### config.mk
export PLATFORM = sky130hd
export DESIGN_NAME = write_pointer_handler_sync
export DESIGN_NICKNAME = d
export VERILOG_FILES = /design/src/rtl/write_pointer_handler_sync.sv
export SDC_FILE = /design/constraint.sdc
export NUM_CORES = 1
export LEC_CHECK = 0
export CORE_AREA = 2 2 62 75
export CTS_CLUSTER_SIZE = 10
export DETAILED_ROUTE_END_ITERATION = 16
export DIE_AREA = 0 0 64 77
export GPL_ROUTABILITY_DRIVEN = 0
export PLACE_DENSITY_LB_ADDON = 0.05
export SLEW_MARGIN = 20
export SYNTH_ARGS = -nofsm -noshare
export SYNTH_HDL_FRONTEND = slang
export SYNTH_SLANG_ARGS = --single-unit
### constraint.sdc
create_clock -name write_clock -period 3.3 [get_ports write_clock]
set_clock_uncertainty 0.1 [all_clocks]
set_input_delay 0.66 -clock write_clock [delete_from_list [all_inputs] [get_ports write_clock]]
set_output_delay 0.66 -clock write_clock [all_outputs]
set_load 0.02 [all_outputs]
### src/rtl/write_pointer_handler_sync.sv
// Write-domain pointer controller for an asynchronous FIFO: synchronizes the Gray read
// pointer, advances the write pointer and derives registered full/almost-full/level/overflow.
module write_pointer_handler_sync #(
  parameter int ADDR_WIDTH         = 4,
  parameter int SYNC_STAGES        = 2,
  parameter int ALMOST_FULL_MARGIN = 2
) (
  input  logic                  write_clock,
  input  logic                  write_reset_n,
  input  logic                  write_enable,
  input  logic [ADDR_WIDTH:0]   read_ptr,
  input  logic                  overflow_clear,
  output logic                  write_accept,
  output logic [ADDR_WIDTH-1:0] write_addr,
  output logic [ADDR_WIDTH:0]   write_ptr,
  output logic                  write_full,
  output logic                  write_almost_full,
  output logic [ADDR_WIDTH:0]   write_level,
  output logic                  write_overflow
);

  localparam int AW       = ADDR_WIDTH;
  localparam int AF_LIMIT = (1 << ADDR_WIDTH) - ALMOST_FULL_MARGIN;
  localparam logic [AW:0] AF_THRESH = AF_LIMIT[AW:0];

  function automatic logic [AW:0] gray2bin(input logic [AW:0] g);
    logic [AW:0] b;
    b[AW] = g[AW];
    for (int i = AW - 1; i >= 0; i--) begin
      b[i] = b[i+1] ^ g[i];
    end
    return b;
  endfunction

  logic [AW:0] sync_p [SYNC_STAGES];
  logic [AW:0] sync_rptr;
  logic [AW:0] rbin;
  logic [AW:0] bin_p0;
  logic [AW:0] bin_next;
  logic [AW:0] gray_next;
  logic [AW:0] level_next;
  logic        full_next;
  logic        almost_full_next;

  // Read-pointer synchronizer: plain flop chain, nothing between stages
  always_ff @(posedge write_clock or negedge write_reset_n) begin
    if (!write_reset_n) begin
      for (int i = 0; i < SYNC_STAGES; i++) begin
        sync_p[i] <= '0;
      end
    end else begin
      sync_p[0] <= read_ptr;
      for (int i = 1; i < SYNC_STAGES; i++) begin
        sync_p[i] <= sync_p[i-1];
      end
    end
  end

  assign sync_rptr = sync_p[SYNC_STAGES-1];
  assign rbin      = gray2bin(sync_rptr);

  always_comb begin
    write_accept     = write_enable & ~write_full;
    bin_next         = bin_p0 + (AW+1)'(write_accept);
    gray_next        = bin_next ^ (bin_next >> 1);
    full_next        = (gray_next == {~sync_rptr[AW:AW-1], sync_rptr[AW-2:0]});
    // Stale rbin only ever makes this over-report occupancy
    level_next       = bin_next - rbin;
    almost_full_next = (level_next >= AF_THRESH);
  end

  // Pointer and status registers
  always_ff @(posedge write_clock or negedge write_reset_n) begin
    if (!write_reset_n) begin
      bin_p0            <= '0;
      write_ptr         <= '0;
      write_full        <= 1'b0;
      write_almost_full <= 1'b0;
      write_level       <= '0;
      write_overflow    <= 1'b0;
    end else begin
      bin_p0            <= bin_next;
      write_ptr         <= gray_next;
      write_full        <= full_next;
      write_almost_full <= almost_full_next;
      write_level       <= level_next;
      // Set has priority over clear
      write_overflow    <= (write_enable & write_full) | (write_overflow & ~overflow_clear);
    end
  end

  assign write_addr = bin_p0[AW-1:0];

endmodule

==> impl_metrics.py <==
metrics = {
    "clock_tree": {
        "ctsResizeCount": 0,
        "path_clk_slew_ns": 0.09,
        "post_cts_buffers": 0,
        "cts.sinks": 27,
        "cts_buffers": 3,
        "cts_root_buf": "clkbuf_8",
        "h-tree-depth": 1,
        "ctsLongestPathBuffers": 2,
        "cts_tree": "built",
        "insertion_delay_ns": 0.26,
        "cts_hold_buf": 0,
    },
    "layout": {
        "final_cell_mix": "27 x dfrtp_1, 26 x clkdlybuf4s50_1, 13 x xnor2_1",
        "n_antenna_cell": 0,
        "fin_nets": 144,
        "fillCellCount": 395,
        "final_util_pct": 39.0,
        "layout_commonest_cell": "dfrtp_1",
        "drive_gt1_share_pct": 11.8,
        "syn2layout_area_growth_pct": 34.3,
    },
    "global_routing": {
        "grt_usage_pct": 9.95,
        "antenna_found_initial": 0,
        "grt_max_degree": 28,
        "grt_pass1_wl_microns": 3800,
        "grt_pass1_vias": 784,
        "grt-ovfl-total": 0,
    },
    "min_path": {
        "min_to": "sync_rptr[4]",
        "hold_class": "register to register",
        "min_from": "sync_p[9]",
        "holdPathStages": 0,
    },
    "pwr": {
        "switchingPower_mw": 0.702,
        "p_int_mw": 1.11,
        "powerDensity_mw_per_mm2": 1110,
        "seq_power_share_pct": 29.9,
        "p_leak_nw": 0.712,
        "clockPowerShare_pct": 10.1,
        "combPwrFrac_pct": 60.0,
        "irDropWorstVdd_mv": 0.464,
        "p_sw_share_pct": 38.8,
    },
    "run_status": {
        "status": "finished clean",
    },
    "sta": {
        "finalSetupViolations": 0,
        "maxSlewViolCount": 0,
        "relSlewSlack_pct": 76.3,
        "hold_viol": 0,
        "timing.fmax_mhz": 339,
        "worstMarginPinSlew_ns": 0.352,
        "setup_slack_ns": 0.353,
        "timing.final.crit_share_pct": 89.3,
        "rsz0062_at_grt": "no",
        "finalSetupTns_ns": 0,
        "holdWs_ns": 0.252,
        "fin_crit_ns": 2.95,
    },
    "critical_path": {
        "arrival_ns": 2.98,
        "r2r-end": "write_almost_full",
        "cp_slowest_stage_delay_ns": 0.48,
        "rrSetupSlack_ns": 0.51,
        "slowest_stage": "clkdlybuf4s50_1",
        "r2r_cells": 10,
        "crit_start": "write_enable",
        "critPathKind": "input pin to register",
        "worstPathCellList": "clkdlybuf4s50_1 -> nor2b_1 -> ha_1 -> xnor2_1 -> inv_1 -> ha_1 -> nor2b_1 -> o21ai_0 -> a21boi_0 -> o311ai_0",
        "path_max_fanout": 3,
        "cp_num_buf_inv": 2,
        "endpoint_kind": "register",
        "worstPathRequired_ns": 3.34,
        "crit-reg2reg-launch": "sync_rptr[4]",
        "cpLargestDelayFamily": "compound AO/OA/AOI/OAI gates",
        "cp-start-kind": "input pin",
    },
    "flow_run": {
        "drv_cap": 0,
    },
    "synthesis": {
        "synth.distinct_cells": 30,
        "netlist_area_sq_mm": 0.00122,
        "ys_warn_count": 0,
        "synth_area_leaders": "dfrtp_1 55%, xnor2_1 9.3%, ha_1 6.2%",
        "syn_area_per_cell_sq_um": 13.2,
        "syn_nets": 108,
        "synth_top_cell_area_share_pct": 55.4,
        "synthCells": 92,
        "synthArstFlopShare_pct": 100,
        "synth_top_area_cell": "dfrtp_1",
        "synthFlopType": "dfrtp_1",
        "yosysSeqAreaShare_pct": 55.4,
        "synth-seq-cells": 27,
        "synth_edf_count": 0,
    },
    "routing": {
        "first_pass_iters": 2,
        "met3WireLength_microns": 82,
        "drc_errors": 0,
        "wl_met1_microns": 953,
        "wl_per_cell_microns": 11.6,
        "antenna_left": 0,
        "vias_per_cell": 4.04,
        "routed_wl_microns": 2130,
        "highest_layer": "met4",
        "dr_total_vias": 739,
        "initialDrtViolationCount": 13,
        "wl_met2_microns": 1070,
    },
    "floorplanning": {
        "dieArea_sq_mm": 0.00493,
        "dieHeight_microns": 77,
        "die_x_microns": 64,
        "num_rows": 26,
        "design.core.area_sq_mm": 0.00420,
        "ioPinCount": 27,
        "start_util_pct": 29.0,
    },
    "placed_design": {
        "portBuffers": 26,
        "place_ws_ns": 0.0874,
        "dp_hpwl_microns": 1630,
    },
}
[flip-flops by register name, indices dropped and copies added (netlist names)]
name               cells
write_almost_full      1
sync_rptr              5
bin_p0                 5
write_level            5
write_ptr              4
write_full             1
sync_p                 5
write_overflow         1
[worst reg2reg max path: cells and delay by family, from the launching register on]
kind / cells / cell delay [ns]
and+or+nand+nor: 2 / 0.30
AOI/OAI and AO/OA: 2 / 0.34
DFF: 1 / 0.42
xor gates and xnor gates: 4 / 0.85
adders and majority gates: 2 / 0.62
[logic make-up after synthesis]
| kind of cell | after synthesis | share of synthesized area [%] |
|---|---|---|
| AO/OA/AOI/OAI | 10 | 5.95 |
| XOR/XNOR | 21 | 18.7 |
| adder cells (fa/ha/maj) | 7 | 7.80 |
| AND/OR/NAND/NOR | 17 | 8.83 |
| flip-flops | 27 | 55.4 |
| buffers and inverters | 10 | 3.28 |
[per-stage QoR]
step                cell area, sq um  power, mW  instances
floorplan                       1220       1.23         92
global placement                1590       1.65        179
detailed placement              1590       1.64        179
CTS                             1640       1.85        183
global route                    1640       1.97        183
finish                          1640       1.81        183
[per-layer routing]
metal	GRT usage, %	up-vias
met5	0	-
met4	3.91	0
met3	2.05	2
met2	16.3	19
met1	12.8	349
li1	-	369
[power by group through the flow]
stage / combinational, mW / clock, mW / sequential (mW)
finish: 1.09 / 0.182 / 0.541
global route: 1.19 / 0.216 / 0.561
CTS: 1.11 / 0.193 / 0.542
detailed placement: 1.10 / 0 / 0.546
global placement: 1.10 / 0 / 0.544
floorplan: 0.583 / 0 / 0.649
[cell usage after synthesis (2+ instances only)]
master	count
a21boi_0	2
dfrtp_1	27
ha_1	6
inv_1	8
nand2_1	4
nand2b_1	2
nor2b_1	3
o21ai_0	3
xnor2_1	13
xor2_1	4
[how the worst max path moves through the flow]
stage	end	depth (start not counted)	slack, ns
3_3_place_gp	write_almost_full	10	0.16
5_1_grt	write_almost_full	10	0.1
2_1_floorplan	write_almost_full	9	0.33
3_5_place_dp	write_almost_full	10	0.09
4_1_cts	write_almost_full	10	0.33
6_report	write_almost_full	10	0.35
[final cells by class]
| type | count | area [sq um] | share of cell area, % |
|---|---|---|---|
| clock buffer | 4 | 45.0 | 2.75 |
| inverter | 8 | 30.0 | 1.83 |
| multi-input combinational | 55 | 503 | 30.7 |
| sequential | 27 | 676 | 41.3 |
| tap | 56 | 70.1 | 4.28 |
| timing repair buffer | 33 | 313 | 19.1 |
Note: power is estimated with default switching activity, not from simulation.
